==> config.mk <==
export PLATFORM = sky130hd
export DESIGN_NAME = register_writeback_queue
export DESIGN_NICKNAME = d
export VERILOG_FILES = /design/src/rtl/register_writeback_queue.sv
export SDC_FILE = /design/constraint.sdc
export NUM_CORES = 1
export LEC_CHECK = 0
export CAP_MARGIN = 20
export CORE_MARGIN = 2
export CORE_UTILIZATION = 50
export CTS_CLUSTER_SIZE = 28
export DETAILED_ROUTE_END_ITERATION = 7
export PLACE_DENSITY = 0.73
export SETUP_SLACK_MARGIN = 0.05
export SKIP_CTS_REPAIR_TIMING = 1
export SLEW_MARGIN = 10
export SYNTH_ARGS = -nofsm -noshare
export SYNTH_HDL_FRONTEND = slang
export SYNTH_SLANG_ARGS = --single-unit
==> constraint.sdc <==
create_clock -name clk -period 9.7 [get_ports clk]
set_clock_uncertainty 0.15 [all_clocks]
set_input_delay 1.94 -clock clk [delete_from_list [all_inputs] [get_ports clk]]
set_output_delay 1.94 -clock clk [all_outputs]
set_load 0.05 [all_outputs]
==> src/rtl/register_writeback_queue.sv <==
// In-order writeback queue feeding the register-file write port.
// Entries retire on write_done; two lookup ports forward queued values.
module register_writeback_queue #(
  parameter int unsigned WIDTH = 32,
  parameter int unsigned DEPTH = 4
) (
  input  logic                       clk,
  input  logic                       rst,
  input  logic                       flush,
  input  logic                       wb_valid,
  output logic                       wb_ready,
  input  logic [4:0]                 wb_register,
  input  logic [WIDTH-1:0]           wb_data,
  output logic [4:0]                 write_register,
  output logic [WIDTH-1:0]           write_data,
  output logic                       write_activate,
  input  logic                       write_done,
  input  logic [4:0]                 lookup_register_1,
  input  logic [4:0]                 lookup_register_2,
  output logic                       lookup_hit_1,
  output logic                       lookup_hit_2,
  output logic [WIDTH-1:0]           lookup_data_1,
  output logic [WIDTH-1:0]           lookup_data_2,
  output logic [$clog2(DEPTH):0]     count,
  output logic                       empty
);

  localparam int unsigned PW = $clog2(DEPTH);
  localparam int unsigned CW = PW + 1;

  typedef enum logic {
    IDLE    = 1'b0,
    PRESENT = 1'b1
  } state_t;

  state_t              state_q, state_d;
  logic [PW-1:0]       head_q, head_d;
  logic [PW-1:0]       tail_q, tail_d;
  logic [CW-1:0]       count_q, count_d;
  logic [4:0]          reg_mem_q  [DEPTH];
  logic [4:0]          reg_mem_d  [DEPTH];
  logic [WIDTH-1:0]    data_mem_q [DEPTH];
  logic [WIDTH-1:0]    data_mem_d [DEPTH];

  logic enq;
  logic ret;

  assign wb_ready       = (count_q < CW'(DEPTH)) && !flush;
  assign write_activate = (state_q == PRESENT);
  assign write_register = write_activate ? reg_mem_q[head_q]  : '0;
  assign write_data     = write_activate ? data_mem_q[head_q] : '0;
  assign count          = count_q;
  assign empty          = (count_q == '0);

  // Handshake decode: register 0 requests complete the handshake but create no entry
  always_comb begin
    enq = wb_valid && wb_ready && (wb_register != 5'd0);
    ret = write_activate && write_done;
  end

  // Pointer, count and presentation-state next values; flush overrides all traffic
  always_comb begin
    head_d  = head_q;
    tail_d  = tail_q;
    count_d = count_q;
    if (flush) begin
      head_d  = '0;
      tail_d  = '0;
      count_d = '0;
    end else begin
      if (ret) head_d = head_q + PW'(1);
      if (enq) tail_d = tail_q + PW'(1);
      if (enq && !ret)      count_d = count_q + CW'(1);
      else if (!enq && ret) count_d = count_q - CW'(1);
    end
    state_d = (count_d != '0) ? PRESENT : IDLE;
  end

  // Entry storage next values; only the tail slot is written on enqueue
  always_comb begin
    for (int unsigned i = 0; i < DEPTH; i++) begin
      reg_mem_d[i]  = reg_mem_q[i];
      data_mem_d[i] = data_mem_q[i];
    end
    if (enq) begin
      reg_mem_d[tail_q]  = wb_register;
      data_mem_d[tail_q] = wb_data;
    end
  end

  // Control state register with asynchronous active-low reset
  always_ff @(posedge clk or negedge rst) begin
    if (!rst) begin
      state_q <= IDLE;
      head_q  <= '0;
      tail_q  <= '0;
      count_q <= '0;
    end else begin
      state_q <= state_d;
      head_q  <= head_d;
      tail_q  <= tail_d;
      count_q <= count_d;
    end
  end

  // Entry storage; contents are only meaningful while covered by count, so no reset
  always_ff @(posedge clk) begin
    for (int unsigned i = 0; i < DEPTH; i++) begin
      reg_mem_q[i]  <= reg_mem_d[i];
      data_mem_q[i] <= data_mem_d[i];
    end
  end

  // Forwarding lookup: walk oldest to youngest so the youngest match overwrites earlier ones
  always_comb begin
    logic [PW-1:0] idx;
    lookup_hit_1  = 1'b0;
    lookup_hit_2  = 1'b0;
    lookup_data_1 = '0;
    lookup_data_2 = '0;
    idx           = '0;
    for (int unsigned i = 0; i < DEPTH; i++) begin
      idx = head_q + PW'(i);
      if (CW'(i) < count_q) begin
        if (lookup_register_1 != 5'd0 && reg_mem_q[idx] == lookup_register_1) begin
          lookup_hit_1  = 1'b1;
          lookup_data_1 = data_mem_q[idx];
        end
        if (lookup_register_2 != 5'd0 && reg_mem_q[idx] == lookup_register_2) begin
          lookup_hit_2  = 1'b1;
          lookup_data_2 = data_mem_q[idx];
        end
      end
    end
  end

endmodule

==> flow_metrics.tcl, run 1 <==
set metrics [dict create \
    cts_sinks 156 \
    yosys-top-cells-count "edfxtp_1, nor2_1, mux2i_1" \
    path_class "input port to primary output" \
    p_leak_nw 4.43 \
    die_width_um 156 \
    clk_latency_ns 0.42 \
    cp-end-kind "primary output" \
    worstPathMaxFanout 34 \
    grt_max_degree 93 \
    worst_pin_slew_ns 1.12 \
    power_frac_comb 0.459 \
    p_switching_mw 1.18 \
    switching_share 0.438 \
    cts_buffers 17 \
    worstSetupStartpointType "input port" \
    grt_pass1_wl_um 51900 \
    initialDrtViolationCount 990 \
    first_pass_iters 6 \
    yosysTopAreaCellShare 0.385 \
    syn_inst 1147 \
    num_io_pins 161 \
    postRouteAntennaNets 0 \
    cts-htree-levels 4 \
    async_flop_share 0.0513 \
    stdcell_count 1532 \
    status "finished clean" \
    wl_um 34400 \
    drcViolationCount 0 \
    cp_data_arrival_time_ns 6.32 \
    yosysSeqAreaShare 0.402 \
    ys_ff_latch 156 \
    avgRoutedWirePerCell_um 22.4 \
    fin_crit_ns 8.41 \
    synth_area_sq_um 11500 \
    final_nets 1292 \
    max_slew_margin 0.250 \
    gp_congestion 0.887 \
    ctsLongestPathBuffers 2 \
    grt_setup_unrepaired "false" \
    drive_gt1_frac 0.154 \
    dieHeight_um 156 \
    setup_viol 0 \
    clkTransAtPathRegs_ns 0.06 \
    fin_crit_sh 0.867 \
    initial_utilization 0.510 \
    p_per_area_nw_per_um2 196 \
    synth_fp_nets 1206 \
    die_area_sq_um 24300 \
    core_sq_um 22600 \
    hold_violations 0 \
    slew_viol_final 0 \
    drv_cap 0 \
    post_drt_via_cell_ratio 6.48 \
    dp_hpwl_um 22000 \
    yosysTopAreaCell "edfxtp_1" \
    io_buffers 160 \
    p_seq_frac 0.311 \
    grt_usage 0.277 \
    synth.distinct_cells 52 \
    timing.setup.tns_ns 0 \
    clock.fmax_mhz 119 \
    p_int_mw 1.52 \
    yosys-top-cells-area "edfxtp_1, mux2i_1, mux2_2" \
    num_vias 9920 \
    cts_root_buffer "clkbuf_16" \
    first_global_vias 9548 \
    synth_warnings 0 \
    dp.cells 1497 \
    synth_most_common_cell "edfxtp_1" \
    cts_tree "yes" \
    synth_ff_type "edfxtp_1" \
    clkPwrFrac 0.230 \
    antenna_found_initial 1 \
    synthToLayoutAreaGrowth_pct 19.7 \
    grt-ovfl-total 0 \
    hold_path.class "register to register" \
    core.rowCount 55 \
    synth_edf_count 148 \
    synth_area_per_cell_sq_um 10.1 \
    vdd_drop_max_mv 0.123 \
    required_ns 7.61 \
]
==> metrics by stage <==
stage,utilization,hold WS [ns],cell area [sq um],power (mW),setup WS [ns]
floorplan,-,0.393,11500,1.69,3.08
global placement,0.584,0.422,13200,2.06,1.47
detailed placement,0.584,0.428,13200,2.07,1.44
CTS,0.608,0.437,13800,2.69,1.44
global route,0.610,0.462,13800,2.81,1.20
finish,0.610,0.445,13800,2.70,1.29
==> final timing paths <==
check                                            from                     endpoint  slack (ns)  depth (start not counted)
worst min-delay path            tail_q[1]$_DFFE_PN0P_        tail_q[1]$_DFFE_PN0P_        0.45                          2
max in group asynchronous                         rst        head_q[0]$_DFFE_PN0P_        7.46                          1
worst max register to register     count[2]$_DFF_PN0_  data_mem_q[2][12]$_DFFE_PP_        7.08                          4
worst min register to register  tail_q[1]$_DFFE_PN0P_        tail_q[1]$_DFFE_PN0P_        0.45                          2
min in group asynchronous                         rst           count[0]$_DFF_PN0_        1.65                          1
worst max-delay path             lookup_register_1[1]             lookup_data_1[1]        1.29                         10
==> critical path, stage by stage <==
cell             delay (ns)
clkdlybuf4s50_1        0.56
nor4_1                 0.53
a211oi_1               0.21
o21ai_4                0.16
buf_4                  0.46
or2_1                  0.74
buf_4                  0.38
a31oi_1                0.16
a211oi_2               0.32
clkdlybuf4s50_1        0.86
==> power by group through the flow <==
| stage | Clock [mW] | Sequential, mW | Combinational, mW |
|---|---|---|---|
| 2_1_floorplan | 0 | 0.823 | 0.872 |
| 6_report | 0.622 | 0.842 | 1.24 |
| 4_1_cts | 0.629 | 0.841 | 1.22 |
| 3_5_place_dp | 0 | 0.856 | 1.22 |
| 3_3_place_gp | 0 | 0.853 | 1.21 |
| 5_1_grt | 0.660 | 0.849 | 1.30 |
==> sequential cells by signal, summed over array words and instances, names as in the netlist <==
name and cells:
count 3, head_q 2, write_activate 1, reg_mem_q 20
tail_q 2, data_mem_q 128
==> metal layers <==
layer  wire length, um  global-route usage  share of wire
met1             13900               0.353           0.40
met3              3050              0.0597          0.089
met5                 0                   0              0
met4              1040               0.115          0.030
met2             16400               0.459           0.48
==> layout by cell type, fill, tap and decap left out, types with 3 or more instances in the layout <==
cell type / count
clkdlybuf4s50_1: 160
edfxtp_1: 148
nor2_1: 136
mux2i_1: 106
a21oi_1: 100
nor3_1: 65
mux2_2: 60
nand2_1: 45
and2_1: 41
o21ai_0: 36
nand4_1: 35
xnor2_1: 33
a31oi_1: 32
a211oi_2: 30
or2_0: 29
o221a_1: 21
mux4_2: 20
buf_4: 19
clkbuf_16: 17
xor2_1: 10
o221a_2: 10
inv_1: 7
ha_1: 7
inv_6: 6
dfrtp_1: 6
and2_2: 5
clkinv_4: 5
mux2_1: 4
nor4_1: 3
a211o_1: 3
or3_1: 3
nand3_1: 3
==> layout make-up <==
class	count	area, sq um
clock inverters	15	130
fillers	1833	8830
repair buffers	181	1780
diodes	1	2.50
clock buffers	17	425
flip-flops and latches	156	4650
inverters	8	32.5
well taps	285	357
multi-input cells	869	6430
==> kinds of logic (layout without fill, tap and decap cells) <==
group	count (synthesis)	after routing	synth area share
XOR/XNOR	43	43	0.0326
flip-flops	156	156	0.402
buffers and inverters	122	221	0.0495
other	0	1	0
multiplexers	190	190	0.193
AND/OR/NAND/NOR	378	378	0.160
adder cells (fa/ha/maj)	7	7	0.00759
AO/OA/AOI/OAI	251	251	0.155
Note: power is estimated with default switching activity, not from simulation.
==> run 2: changes to the inputs <==
--- a/config.mk
+++ b/config.mk
@@ -7,10 +7,10 @@
 export LEC_CHECK = 0
 export CAP_MARGIN = 20
 export CORE_MARGIN = 2
-export CORE_UTILIZATION = 50
+export CORE_UTILIZATION = 45
 export CTS_CLUSTER_SIZE = 28
 export DETAILED_ROUTE_END_ITERATION = 7
-export PLACE_DENSITY = 0.73
+export PLACE_DENSITY = 0.67
 export SETUP_SLACK_MARGIN = 0.05
 export SKIP_CTS_REPAIR_TIMING = 1
 export SLEW_MARGIN = 10
==> flow_metrics.tcl, run 2 (synthesis results as in run 1) <==
set metrics [dict create \
    fin_crit_sh 0.860 \
    drive_gt1_frac 0.155 \
    largest_reg_flops 128 \
    fin_crit_ns 8.34 \
    initialDrtViolationCount 1059 \
    worstSetupStartpointType "input port" \
    postRouteAntennaNets 0 \
    initial_utilization 0.458 \
    clk_latency_ns 0.43 \
    drv_cap 0 \
    timing.setup.tns_ns 0 \
    final.setup.worst_slack_ns 1.36 \
    grt_setup_unrepaired "false" \
    io_buffers 160 \
    hold_violations 0 \
    core.rowCount 58 \
    worst_pin_slew_ns 1.14 \
    path_class "input port to primary output" \
    ctsLongestPathBuffers 2 \
    layout_commonest_cell "clkdlybuf4s50_1" \
    cp-end-kind "primary output" \
    cts_tree "yes" \
    grt_usage 0.258 \
    clock.fmax_mhz 120 \
    final_nets 1292 \
    p_leak_nw 4.43 \
    grt-ovfl-total 0 \
    cts-htree-levels 4 \
    finalPower_mw 2.74 \
    dieHeight_um 164 \
    p_per_area_nw_per_um2 198 \
    hold_path.class "register to register" \
    dp.cells 1543 \
    first_pass_iters 5 \
    layout_common_cells "clkdlybuf4s50_1, edfxtp_1, nor2_1, mux2i_1, a21oi_1" \
    die_area_sq_um 26900 \
    cp_data_arrival_time_ns 6.25 \
    vdd_drop_max_mv 0.124 \
    setup_viol 0 \
    first_global_vias 9576 \
    register_area_sq_um 4650 \
    antenna_found_initial 2 \
    num_vias 9766 \
    drcViolationCount 0 \
    status "finished clean" \
    slew_viol_final 0 \
    dp_hpwl_um 22100 \
    num_io_pins 161 \
    grt_pass1_wl_um 53000 \
    stdcell_count 1577 \
    max_slew_margin 0.236 \
    required_ns 7.61 \
    cts_buffers 17 \
    largest_register "data_mem_q" \
    avgRoutedWirePerCell_um 22.0 \
    wl_um 34700 \
    cts_root_buffer "clkbuf_16" \
    core_sq_um 25200 \
    die_width_um 164 \
    cts_sinks 156 \
    gp_congestion 0.852 \
    final_util 0.552 \
    multi_input_area_sq_um 6430 \
    worstPathMaxFanout 34 \
    clkTransAtPathRegs_ns 0.06 \
    pre_cts_ws_ns 1.39 \
    synthToLayoutAreaGrowth_pct 20.3 \
    grt_max_degree 101 \
    post_drt_via_cell_ratio 6.19 \
    fillers 2175 \
]
[run 2: final timing paths]
| kind | depth (start not counted) | end | slack (ns) | from |
|---|---|---|---|---|
| max | 7 | lookup_data_1[0] | 1.36 | lookup_register_1[0] |
| min | 2 | tail_q[1]$_DFFE_PN0P_ | 0.44 | tail_q[1]$_DFFE_PN0P_ |
| max reg2reg | 4 | data_mem_q[0][19]$_DFFE_PP_ | 7.12 | count[2]$_DFF_PN0_ |
| min reg2reg | 2 | tail_q[1]$_DFFE_PN0P_ | 0.44 | tail_q[1]$_DFFE_PN0P_ |
| max in group asynchronous | 1 | head_q[0]$_DFFE_PN0P_ | 7.45 | rst |
| min in group asynchronous | 1 | tail_q[0]$_DFFE_PN0P_ | 1.65 | rst |
[run 2: critical path, cell delays in order]
cell	delay [ns]
clkdlybuf4s50_1	0.70
inv_1	0.14
and2_1	0.17
or4_2	1.15
and2_2	0.77
a211oi_1	0.47
clkdlybuf4s50_1	0.87
[run 2: cell type report]
cell class              count  share of cell area
diodes                      1            0.000180
clock buffers              18              0.0309
clock inverters            14              0.0117
inverters                   8             0.00234
multi-input cells         869               0.463
flip-flops and latches    156               0.335
well taps                 330              0.0297
repair buffers            181               0.127
[run 2: report_power, final]
group	internal, mW	switching [mW]
logic	0.413	0.828
clock network	0.385	0.284
registers	0.772	0.0627
total	1.57	1.17
[run 2: per-layer routing]
metal / up-vias / share of wire / wire length [um] / global-route usage
met1: 4726 / 0.42 / 14500 / 0.344
met4: 2 / 0.019 / 661 / 0.0845
met3: 55 / 0.088 / 3040 / 0.0510
li1: 4477 / - / - / -
met5: - / 0.00037 / 13 / 0
met2: 506 / 0.48 / 16500 / 0.424
[run 2: stage by stage]
step           cell area [sq um]  hold WS (ns)
3_3_place_gp               13300         0.422
6_report                   13900         0.441
5_1_grt                    13900         0.473
2_1_floorplan              11500         0.393
3_5_place_dp               13300         0.428
4_1_cts                    13900         0.437
